$ cat src/rtl/snake_pkg.sv
// Shared constants and codes for the snake game blocks.
package snake_pkg;

  localparam int GRID_COLS  = 7;
  localparam int GRID_ROWS  = 6;
  localparam int CELL_COUNT = GRID_COLS * GRID_ROWS;
  localparam int IDX_W      = 6;
  localparam int XY_W       = 3;
  localparam int LFSR_W     = 8;

  typedef enum logic [1:0] {
    DIR_UP    = 2'b00,
    DIR_DOWN  = 2'b01,
    DIR_LEFT  = 2'b10,
    DIR_RIGHT = 2'b11
  } dir_e;

  typedef enum logic [1:0] {
    GS_IDLE,
    GS_RUNNING,
    GS_GAME_FINISHED,
    GS_CLEANUP
  } game_state_e;

  typedef enum logic [1:0] {
    SP_IDLE,
    SP_SCAN,
    SP_FULL
  } spawn_state_e;

  // Linear cell index y*cols+x built from shifted adds of the row bits.
  function automatic logic [IDX_W-1:0] cell_idx(input logic [XY_W-1:0] x,
                                                input logic [XY_W-1:0] y,
                                                input logic [IDX_W-1:0] cols);
    logic [IDX_W-1:0] acc;
    acc = {{(IDX_W-XY_W){1'b0}}, x};
    for (int b = 0; b < XY_W; b++) begin
      if (y[b]) acc = acc + (cols << b);
    end
    return acc;
  endfunction

endpackage

$ cat src/rtl/snake_lfsr8.sv
// Free-running 8-bit Fibonacci LFSR, polynomial x^8+x^6+x^5+x^4+1.
module snake_lfsr8
  import snake_pkg::*;
#(
  parameter logic [LFSR_W-1:0] SEED = 8'hA5
) (
  input  logic              i_Clk,
  input  logic              i_Rst,
  output logic [LFSR_W-1:0] o_State
);

  logic [LFSR_W-1:0] lfsr_q;
  logic [LFSR_W-1:0] lfsr_d;

  assign lfsr_d  = {lfsr_q[6:0], lfsr_q[7] ^ lfsr_q[5] ^ lfsr_q[4] ^ lfsr_q[3]};
  assign o_State = lfsr_q;

  always_ff @(posedge i_Clk or posedge i_Rst) begin
    if (i_Rst) lfsr_q <= SEED;
    else       lfsr_q <= lfsr_d;
  end

endmodule

$ cat src/rtl/snake_food_spawner.sv
// Picks the next free food cell: scans the board one cell per cycle from a
// pseudo-random start, using a snapshot of the snake occupancy.
module snake_food_spawner #(
  parameter int         GRID_COLS    = 7,
  parameter int         GRID_ROWS    = 6,
  parameter logic [7:0] LFSR_SEED    = 8'hA5,
  parameter int         RESET_FOOD_X = 6,
  parameter int         RESET_FOOD_Y = 3
) (
  input  logic                             i_Clk,
  input  logic                             i_Rst,
  input  logic                             i_Spawn_Req,
  input  logic [GRID_COLS*GRID_ROWS-1:0]   i_Snake_Body,
  input  logic [snake_pkg::IDX_W-1:0]      i_Exclude_Idx,
  output logic [snake_pkg::XY_W-1:0]       o_Food_X,
  output logic [snake_pkg::XY_W-1:0]       o_Food_Y,
  output logic                             o_Food_Valid,
  output logic                             o_Busy,
  output logic                             o_Board_Full
);

  localparam int IDX_W = snake_pkg::IDX_W;
  localparam int XY_W  = snake_pkg::XY_W;
  localparam int CELLS = GRID_COLS * GRID_ROWS;

  localparam logic [XY_W-1:0]  COLS_XY  = XY_W'(GRID_COLS);
  localparam logic [XY_W-1:0]  ROWS_XY  = XY_W'(GRID_ROWS);
  localparam logic [IDX_W-1:0] COLS_IDX = IDX_W'(GRID_COLS);
  localparam logic [IDX_W-1:0] LAST_IDX = IDX_W'(CELLS - 1);

  typedef snake_pkg::spawn_state_e state_e;

  state_e             state_q, state_d;
  logic [CELLS-1:0]   body_q, body_d;
  logic [IDX_W-1:0]   excl_q, excl_d;
  logic [XY_W-1:0]    x_q, x_d, y_q, y_d;
  logic [IDX_W-1:0]   idx_q, idx_d;
  logic [IDX_W-1:0]   cnt_q, cnt_d;
  logic [XY_W-1:0]    food_x_q, food_x_d, food_y_q, food_y_d;
  logic               valid_q, valid_d, busy_q, busy_d, full_q, full_d;

  logic [7:0]         lfsr;
  logic [XY_W-1:0]    raw_x, raw_y, start_x, start_y;
  logic [IDX_W-1:0]   start_idx;
  logic               occupied;
  logic               unused_lfsr_hi;

  snake_lfsr8 #(.SEED(LFSR_SEED)) u_lfsr (
    .i_Clk  (i_Clk),
    .i_Rst  (i_Rst),
    .o_State(lfsr)
  );

  assign unused_lfsr_hi = ^lfsr[7:6];
  assign raw_x     = lfsr[2:0];
  assign raw_y     = lfsr[5:3];
  assign start_x   = (raw_x >= COLS_XY) ? raw_x - COLS_XY : raw_x;
  assign start_y   = (raw_y >= ROWS_XY) ? raw_y - ROWS_XY : raw_y;
  assign start_idx = snake_pkg::cell_idx(start_x, start_y, COLS_IDX);
  assign occupied  = body_q[idx_q] || (idx_q == excl_q);

  always_comb begin
    state_d  = state_q;
    body_d   = body_q;
    excl_d   = excl_q;
    x_d      = x_q;
    y_d      = y_q;
    idx_d    = idx_q;
    cnt_d    = cnt_q;
    food_x_d = food_x_q;
    food_y_d = food_y_q;
    valid_d  = 1'b0;
    busy_d   = busy_q;
    full_d   = full_q;
    case (state_q)
      // FULL lasts one cycle with Busy already low, so it accepts requests like IDLE.
      snake_pkg::SP_IDLE, snake_pkg::SP_FULL: begin
        state_d = snake_pkg::SP_IDLE;
        if (i_Spawn_Req) begin
          body_d  = i_Snake_Body;
          excl_d  = i_Exclude_Idx;
          x_d     = start_x;
          y_d     = start_y;
          idx_d   = start_idx;
          cnt_d   = '0;
          full_d  = 1'b0;
          busy_d  = 1'b1;
          state_d = snake_pkg::SP_SCAN;
        end
      end
      snake_pkg::SP_SCAN: begin
        if (!occupied) begin
          food_x_d = x_q;
          food_y_d = y_q;
          valid_d  = 1'b1;
          busy_d   = 1'b0;
          state_d  = snake_pkg::SP_IDLE;
        end else begin
          cnt_d = cnt_q + 1'b1;
          if (x_q == COLS_XY - 1'b1) begin
            x_d = '0;
            y_d = (y_q == ROWS_XY - 1'b1) ? '0 : y_q + 1'b1;
          end else begin
            x_d = x_q + 1'b1;
          end
          idx_d = (idx_q == LAST_IDX) ? '0 : idx_q + 1'b1;
          if (cnt_q == LAST_IDX) begin
            full_d  = 1'b1;
            busy_d  = 1'b0;
            state_d = snake_pkg::SP_FULL;
          end
        end
      end
      default: state_d = snake_pkg::SP_IDLE;
    endcase
  end

  always_ff @(posedge i_Clk or posedge i_Rst) begin
    if (i_Rst) begin
      state_q  <= snake_pkg::SP_IDLE;
      body_q   <= '0;
      excl_q   <= '0;
      x_q      <= '0;
      y_q      <= '0;
      idx_q    <= '0;
      cnt_q    <= '0;
      food_x_q <= XY_W'(RESET_FOOD_X);
      food_y_q <= XY_W'(RESET_FOOD_Y);
      valid_q  <= 1'b0;
      busy_q   <= 1'b0;
      full_q   <= 1'b0;
    end else begin
      state_q  <= state_d;
      body_q   <= body_d;
      excl_q   <= excl_d;
      x_q      <= x_d;
      y_q      <= y_d;
      idx_q    <= idx_d;
      cnt_q    <= cnt_d;
      food_x_q <= food_x_d;
      food_y_q <= food_y_d;
      valid_q  <= valid_d;
      busy_q   <= busy_d;
      full_q   <= full_d;
    end
  end

  assign o_Food_X     = food_x_q;
  assign o_Food_Y     = food_y_q;
  assign o_Food_Valid = valid_q;
  assign o_Busy       = busy_q;
  assign o_Board_Full = full_q;

endmodule

$ cat config.mk
export PLATFORM = sky130hd
export DESIGN_NAME = snake_food_spawner
export DESIGN_NICKNAME = d
export VERILOG_FILES = /design/src/rtl/snake_pkg.sv /design/src/rtl/snake_lfsr8.sv /design/src/rtl/snake_food_spawner.sv
export SDC_FILE = /design/constraint.sdc
export NUM_CORES = 1
export LEC_CHECK = 0
export CAP_MARGIN = 20
export CORE_UTILIZATION = 49
export CTS_CLUSTER_SIZE = 20
export DETAILED_ROUTE_END_ITERATION = 10
export HOLD_SLACK_MARGIN = 0.1
export PLACE_DENSITY = 0.76
export SLEW_MARGIN = 20
export SYNTH_ARGS = -nofsm -noshare
export SYNTH_HDL_FRONTEND = slang
export SYNTH_SLANG_ARGS = --single-unit
$ cat constraint.sdc
create_clock -name i_Clk -period 2.88 [get_ports i_Clk]
set_clock_uncertainty 0.1 [all_clocks]
set_input_delay 0.432 -clock i_Clk [delete_from_list [all_inputs] [get_ports i_Clk]]
set_output_delay 0.432 -clock i_Clk [all_outputs]
set_load 0.01 [all_outputs]
* After elaboration in Yosys (flattened, before gate mapping)
Index checks and enable logic that the tools add are counted.
Widths: inputs -> output; s select.
** Storage, ports and cells
- Latch bits :: 0
- RAM bits :: 0
- Register bits after elaboration :: 85
- Word-level logic and storage cells :: 88
- Output and inout port bits :: 9
- ROM bits :: 0
- Memories kept :: 0
- Input bits :: 51
** Operators by class
- Reductions and logical operators :: 10
- Shift operators :: 0
- $add $sub $neg :: 9
- Order comparisons :: 3
- Multiply operators :: 0
- Mux-type cells :: 37
- Equal/unequal tests :: 12
- Divide/modulo/power cells :: 0
- Bitwise operators :: 4
** Operators with widths (number)
- $mux 6 :: 7
- $mux 3 :: 9
- $pmux 6 s2 :: 2
- $add 6x1->6 const B :: 2
- $eq 6x6->1 const B :: 2
- $pmux 3 s2 :: 2
- $mux 1 :: 10
- $ne 2x2->1 const B :: 4
- $reduce_and 4->1 :: 2
- $lt 6x7->1 const B :: 1
- $add 3x1->3 const B :: 2
- $add 6x4->6 const B :: 1
- $add 6x5->6 const B :: 1
- $bmux 1 s6 :: 1
- $eq 3x3->1 const B :: 2
- $eq 6x6->1 :: 1
- $ge 3x3->1 const B :: 2
- $reduce_and 3->1 :: 2
- $sub 3x3->3 const B :: 2
- $add 3x3->4 const B :: 1
- $mux 2 :: 2
- $mux 4 :: 1
- $pmux 1 s2 :: 2
- $pmux 2 s2 :: 1
- other kinds (10) :: 13

* Longest topological paths before layout
Gate-level depths: netlist (run 1).
- Depth in word-level cells :: 10
- Mapped depth :: 15
- Depth with buffers taken out :: 14

* Hierarchy
Synthesis (run 1) repeated with hierarchy kept, for this count alone.
** Unflattened totals
- Cell total of the unflattened synthesis :: 456
- Area, all modules :: 4315.4 sq um
** Modules (own cells, without submodules)
- snake_food_spawner :: sequential area each 1931.9 sq um, times used 1, area an instance 4027.6 sq um, cells an instance 437
- snake_lfsr8 :: sequential area each 205.2 sq um, times used 1, area an instance 287.8 sq um, cells an instance 19

* Least setup slack after synthesis (run 1)
OpenSTA, ideal clock, no wires.
- Path kind :: register to register
- Start point :: register u_lfsr.lfsr_q[0], in the netlist u_lfsr.o_State[0]
- End point :: register idx_q[3]
- Setup time :: 82 ps
- Cell stages (with the launch flop) :: 15
- Arrival :: 2851 ps
- Required time :: 2698 ps
- Clock period less this slack :: 3034 ps
- Slack :: -154 ps
- Buffers on the path :: 1
- Path through :: dfstp_2 -> ha_1 -> ha_1 -> clkbuf_1 -> a21oi_1 -> nor3b_1 -> o21ai_0 -> xnor2_1 -> ha_1 -> nand2_1 -> xnor2_1 -> ha_1 -> mux2i_1 -> a21oi_1 -> o22ai_1
** Between the ends
- Cells in the longest elaborated chain, start to end :: 10
- Elaborated cells between the ends (all ways) :: 11
- Classes of those cells :: add/sub: 4; order compare: 1; mux: 6
** Ends and longest elaborated chain
- from (decl) :: line snake_lfsr8.sv:12 : logic [LFSR_W-1:0] lfsr_q;
- from (signal assigned) :: line snake_lfsr8.sv:20 : else lfsr_q <= lfsr_d;
- $sub 3x3->3 / $ge 3x3->1 (equally long branches) :: line snake_food_spawner.sv:57 : assign start_x = (raw_x >= COLS_XY) ? raw_x - COLS_XY : raw_x;
- $mux 3 (*) :: line snake_food_spawner.sv:57
- $add 3x3->4 :: line snake_pkg.sv:38 : if (y[b]) acc = acc + (cols << b);
- $mux 4 (*) :: line snake_pkg.sv:38
- $add 6x4->6 :: line snake_pkg.sv:38
- $mux 6 (*) :: line snake_pkg.sv:38
- $add 6x5->6 :: line snake_pkg.sv:38
- $mux 6 (*) :: line snake_pkg.sv:38
- $mux 6 (*) :: line snake_food_spawner.sv:79 : if (i_Spawn_Req) begin
- $pmux 6 s2 (*) :: line snake_food_spawner.sv:75 : case (state_q)
- to (signal assigned) :: line snake_food_spawner.sv:138 : idx_q <= idx_d;
- to (decl) :: line snake_food_spawner.sv:37 : logic [IDX_W-1:0] idx_q, idx_d;
Mark *: on every way between the ends. The rest lies on a longest branch, timed or not. The select of a mux whose other input is x is not followed.
A chain may end at the register's enable or synchronous reset.

* Final worst setup path (run 1)
Same ends and word-level chain as after synthesis.

==> key figures, run 1 <==
Critical path
  • Worst r2r path cells: 13
  • Worst endpoint data arrival time: 2.90 ns
  • CP startpoint kind: flip-flop
  • Worst Setup End Kind: flip-flop
  • WP data required: 3.05 ns
  • Reg2reg end: idx_q[3]
  • Crit Path Class: reg2reg
  • Flop2flop setup slack: 0.15 ns
  • Critical R2R Launch: u_lfsr.o_State[0]
  • Crit path max fanout: 3

Pwr
  • Maximum vdd drop: 394 µV
  • Total power: 5.03 mW
  • PwrDens: 945 nW/µm²
  • Leakage: 2.42 nW

STA
  • Final setup vio count: 0
  • Fin Setup TNS: 0 ns
  • Fmax: 366 MHz
  • Max transition margin: 0.612
  • Worst-Margin Slew: 0.582 ns
  • Final Hold Fails: 0
  • Tmin final: 2.73 ns
  • Count of final max-slew check failures: 0
  • Period utilisation layout: 0.949
  • Min setup slack post-route: 0.147 ns

Yosys
  • Post-synth top area cell: dfrtp_1
  • Mean Syn Cell Area: 9.49 µm²
  • Synthesis Warnings: 0
  • Synth async-reset ratio: 1.00
  • Number of synthesized flops with an enable pin: 0
  • Share of the synthesized area in the top cell type: 0.451
  • Cell Area, Synth: 4270 µm²
  • Mapped Nets: 509
  • Main synth FF type: dfrtp_1
  • Register area share after synthesis: 0.500
  • Most numerous cell in the Yosys netlist: nand2_1
  • #FFs+latches synth: 85
  • Post-synth top cells: nand2_1, dfrtp_1, a21oi_1, nor2_1
  • Main area contributors after synthesis: dfrtp_1, nand2_1, dfstp_2, mux4_2, mux2_2
  • Post-Syn Instances: 450
  • Netlist cell types: 51

Floorplan
  • Cell Rows: 33
  • Initial Util: 0.512
  • Die area: 9090 µm²
  • CORE AREA: 8340 µm²
  • Die Ht: 95.4 µm
  • Die span in x: 95.4 µm
  • I/O pin cnt: 60

Clock network
  • Cts-stage hold buffer count: 0
  • Register clock-pin slew on the reported worst setup and hold paths: 0.09 ns
  • Clk sinks: 85
  • Clk Latency, worst-skew pair: 0.35 ns
  • TritonCTS Buffers: 9
  • CTS tree: built
  • CTS H-tree depth: 3
  • Root Driver: clkbuf_8
  • Clk buf depth: 2

GRT
  • Number of global-route vias before repair: 3,329
  • Overflow after GRT: 0
  • GRT Util Overall: 0.222
  • Initial antenna violation count: 0
  • Global-route wire length before repair: 15.3 mm
  • Largest net degree at the start of global routing: 45

Placement
  • Detailed placement HPWL: 6.37 mm
  • Placed cell count: 604
  • Port Buf Inserts: 59
  • Placed Area: 5050 µm²
  • GP Congestion: 0.886
  • DP Worst Slack: 0.0374 ns

Finish
  • Syn-to-layout area delta: 24.7%
  • Layout cells sized above 1: 0.144
  • Final non-filler cell total: 620
  • Finished layout cell area: 5320 µm²
  • Ant. Diodes: 0
  • Nets: 570

Route
  • Iter 0 DRT Violations: 297
  • DRC errors left: 0
  • Routed vias: 3,318
  • Final wirelength: 9.05 mm
  • Routed wire length per instance: 14.6 µm
  • Detail Route Antenna Nets: 0
  • Drt pass-1 iters: 4
  • Vias per cell: 5.35

Min path
  • Min-delay worst type: in2async

Status
  • Status: finished clean

Job
  • MaxCap Viol Count: 0
## cell type report
class	instances	area [µm²]
timing repair buffer	77	776
inverter	13	50.0
multi-input combinational	325	2020
sequential	85	2140
clock inverter	5	83.8
fill	678	3020
clock buffer	10	128
tap	105	131
## power breakdown
part           total (mW)  switching, mW  internal (mW)
logic                2.12           1.09           1.03
registers            2.01          0.325           1.68
clock network       0.907          0.420          0.487
## registers in the layout, summed over array words and instances (netlist names)
register,count
body_q,42
cnt_q,6
excl_q,6
idx_q,6
o_Board_Full,1
o_Busy,1
o_Food_Valid,1
o_Food_X,3
o_Food_Y,3
state_q,2
u_lfsr.o_State,8
x_q,3
y_q,3
## worst max-delay path, cell delays in order, from the launching register on
cell,delay [ns]
dfstp_2,0.57
ha_4,0.14
ha_4,0.13
a21oi_1,0.06
nor3b_2,0.23
o21ai_2,0.10
xnor2_2,0.18
ha_2,0.29
nand2_1,0.08
o21ai_0,0.10
ha_1,0.31
mux2i_1,0.14
a21oi_1,0.08
o22ai_1,0.14
## timing repair
item                                    CTS  global route
endpoints found under the setup margin    0             3
setup buffers                             0             1
gates resized for setup                   0            11
## worst max-delay path by stage
stage | slack, ns | start | end
2_1_floorplan | 0.04 | u_lfsr.o_State[0] | idx_q[3]
3_3_place_gp | 0.24 | u_lfsr.o_State[1] | idx_q[3]
3_5_place_dp | 0.04 | u_lfsr.o_State[1] | idx_q[3]
4_1_cts | 0.02 | u_lfsr.o_State[0] | idx_q[3]
6_report | 0.15 | u_lfsr.o_State[0] | idx_q[3]
5_1_grt | -0.01 | u_lfsr.o_State[0] | idx_q[3]
## metrics by stage
stage / utilization / hold WS [ns]
after floorplan: - / 0.233
after global placement: 0.606 / 0.239
after detailed placement: 0.606 / 0.244
after CTS: 0.631 / 0.224
after global routing: 0.638 / 0.247
final: 0.638 / 0.226
## layout by cell type, fill, tap and decap left out, types with 9 or more instances in the layout
master           synthesis  routed
a21oi_1                 17      16
buf_4                    4      14
clkbuf_8                 0       9
clkdlybuf4s50_1          0      59
dfrtp_1                 77      77
inv_1                   13      12
mux2_2                   9       9
mux2i_1                 10      10
nand2_1                161     160
nand3_1                  9       9
nor2_1                  17      17
## cell families after synthesis
logic type               Yosys count  synth area share
XOR/XNOR                          14            0.0287
AND/OR/NAND/NOR                  213             0.212
adder cells (fa/ha/maj)            8            0.0234
buffers and inverters             40            0.0460
AO/OA/AOI/OAI                     62            0.0996
flip-flops                        85             0.500
multiplexers                      28            0.0894
## layer usage
| metal | up-vias | wire (µm) | share of wire | global-route usage |
|---|---|---|---|---|
| met5 | - | 0 | 0 | 0 |
| met2 | 98 | 4530 | 0.50 | 0.379 |
| met1 | 1568 | 3960 | 0.44 | 0.274 |
| met3 | 16 | 386 | 0.043 | 0.0550 |
| li1 | 1636 | - | - | - |
| met4 | 0 | 167 | 0.018 | 0.0732 |
No activity file was read; power rests on OpenSTA's default activity.
==> inputs of run 2 (changes only) <==
--- a/config.mk
+++ b/config.mk
@@ -6,11 +6,13 @@
 export NUM_CORES = 1
 export LEC_CHECK = 0
 export CAP_MARGIN = 20
-export CORE_UTILIZATION = 49
+export CORE_MARGIN = 2
+export CORE_UTILIZATION = 50
+export CTS_BUF_LIST = sky130_fd_sc_hd__clkbuf_8
 export CTS_CLUSTER_SIZE = 20
 export DETAILED_ROUTE_END_ITERATION = 10
 export HOLD_SLACK_MARGIN = 0.1
-export PLACE_DENSITY = 0.76
+export PLACE_DENSITY = 0.77
 export SLEW_MARGIN = 20
 export SYNTH_ARGS = -nofsm -noshare
 export SYNTH_HDL_FRONTEND = slang
==> key figures, run 2 (synthesis results as in run 1) <==
STA
  • Tmin final: 2.75 ns
  • Worst-Margin Slew: 0.541 ns
  • Period utilisation layout: 0.954
  • Count of final max-slew check failures: 0
  • Max transition margin: 0.639
  • Final setup vio count: 0
  • Fmax: 364 MHz
  • Final Hold Fails: 0

Pwr
  • P_int: 3.05 mW
  • Psw: 1.85 mW
  • Sw Share: 0.377
  • PwrDens: 927 nW/µm²
  • Leakage: 2.42 nW
  • Combinational share of power: 0.442
  • Maximum vdd drop: 466 µV
  • Clk pwr share: 0.147
  • Flop pwr share: 0.411

Floorplan
  • I/O pin cnt: 60
  • CORE AREA: 8260 µm²
  • Initial Util: 0.517
  • Cell Rows: 33
  • Die Ht: 96.4 µm
  • Die area: 9300 µm²
  • Die span in x: 96.4 µm

Finish
  • Layout Utilization: 0.641
  • Most frequent cells in the layout: nand2_1, dfrtp_1, clkdlybuf4s50_1
  • Filler cells: 654
  • Nets: 572
  • Final non-filler cell total: 622
  • Most flop-heavy register: body_q
  • Commonest non-fill, non-tap cell in the layout: nand2_1
  • Ant. Diodes: 0
  • Max reg flops: 42
  • Layout cells sized above 1: 0.151
  • Syn-to-layout area delta: 23.9%

Route
  • Routed vias: 3,475
  • Detail Route Antenna Nets: 0
  • Vias per cell: 5.59
  • Routed wire length per instance: 15.2 µm
  • Drt pass-1 iters: 5
  • DRC errors left: 0
  • Iter 0 DRT Violations: 226
  • Final wirelength: 9.44 mm

Critical path
  • Slowest-stage cell, CP: dfrtp_1
  • WP data required: 3.02 ns
  • CP cell instances: buf_4 > mux4_2 > nand2_1 > nand2_1 > a311o_1 > o21ai_4 > buf_4 > a21oi_1 > o22a_1
  • Worst Setup End Kind: flip-flop
  • Worst endpoint data arrival time: 2.89 ns
  • Crit path max fanout: 8
  • CP startpoint kind: flip-flop
  • Crit Path Class: reg2reg
  • Max incr delay on CP: 0.55 ns

Placement
  • Placed cell count: 603
  • Port Buf Inserts: 59
  • Detailed placement HPWL: 6.62 mm
  • GP Congestion: 0.872

Clock network
  • Clk Latency, worst-skew pair: 0.35 ns
  • CTS H-tree depth: 3
  • Register clock-pin slew on the reported worst setup and hold paths: 0.08 ns
  • Root Driver: clkbuf_8
  • TritonCTS Buffers: 9
  • CTS tree: built
  • Clk sinks: 85
  • Clk buf depth: 2

GRT
  • Overflow after GRT: 0
  • Number of global-route vias before repair: 3,377
  • Initial antenna violation count: 0
  • GRT Util Overall: 0.218
  • Global-route wire length before repair: 15.6 mm
  • Largest net degree at the start of global routing: 86

Status
  • Status: finished clean

Job
  • MaxCap Viol Count: 0

Min path
  • Min-delay worst type: reg2reg
==> run 2: cell count changes in the layout (fill, tap and decap cells not counted), sizes merged <==
| cell | change |
|---|---|
| buf | +2 |
| clkinvlp | -1 |
| clkinv | +1 |
| inv | +2 |
| bufinv | -2 |
==> run 2: worst paths after layout <==
kind	start	end	slack, ns	cells past startpoint
setup / recovery	idx_q[1]	y_q[1]	0.13	9
max in group asynchronous	i_Rst	u_lfsr.o_State[2]	1.92	3
hold reg to reg	u_lfsr.o_State[6]	u_lfsr.o_State[7]	0.27	0
min in group asynchronous	i_Rst	body_q[4]	0.38	3
setup reg to reg	idx_q[1]	y_q[1]	0.13	9
hold / removal	u_lfsr.o_State[6]	u_lfsr.o_State[7]	0.27	0
==> run 2: timing repair <==
item,in CTS,in global routing
endpoints found under the setup margin,0,4
hold buffers,0,0
setup buffers,0,4
gates resized for setup,0,15
hold endpoints to repair,0,0
==> run 2: final cells by class <==
class	count	area, µm²	share of cell area
flip-flops and latches	85	2140	0.404
well taps	105	131	0.0248
multi-input cells	325	2030	0.384
inverters	13	50.0	0.00946
repair buffers	79	778	0.147
clock inverters	5	23.8	0.00449
clock buffers	10	138	0.0260
==> run 2: power groups by stage <==
stage,Clock (mW),Sequential [mW],Combinational (mW)
floorplan,0,1.93,1.59
global placement,0,2.03,2.02
detailed placement,0,2.03,2.11
CTS,0.741,2.02,2.12
global route,0.795,2.08,2.37
finish,0.720,2.02,2.17
==> run 2: routing by layer <==
metal,share of wire,up-vias,GRT usage,wire (µm)
met5,0,-,0,0
met4,0.026,0,0.0833,249
met3,0.049,26,0.0411,462
met2,0.51,140,0.355,4770
met1,0.42,1681,0.291,3960
li1,-,1628,-,-
==> run 2: worst max-delay path: cells and delay by family (launching register included) <==
family	cells	cell delay, ns
compound gates	4	1.08
buf+inv	2	0.45
flops	1	0.55
mux	1	0.30
simple gates	2	0.15
==> run 2: metrics by stage <==
| step | setup TNS, ns | cell area (µm²) | setup WS, ns | hold slack (ns) | total power, mW |
|---|---|---|---|---|---|
| 4_1_cts | 0 | 5190 | 0.00388 | 0.266 | 4.88 |
| 2_1_floorplan | 0 | 4290 | 0.0420 | 0.233 | 3.52 |
| 6_report | 0 | 5290 | 0.133 | 0.269 | 4.90 |
| 3_5_place_dp | 0 | 5030 | 0.0445 | 0.247 | 4.15 |
| 3_3_place_gp | 0 | 5030 | 0.152 | 0.235 | 4.05 |
| 5_1_grt | -0.0142 | 5290 | -0.0142 | 0.280 | 5.24 |
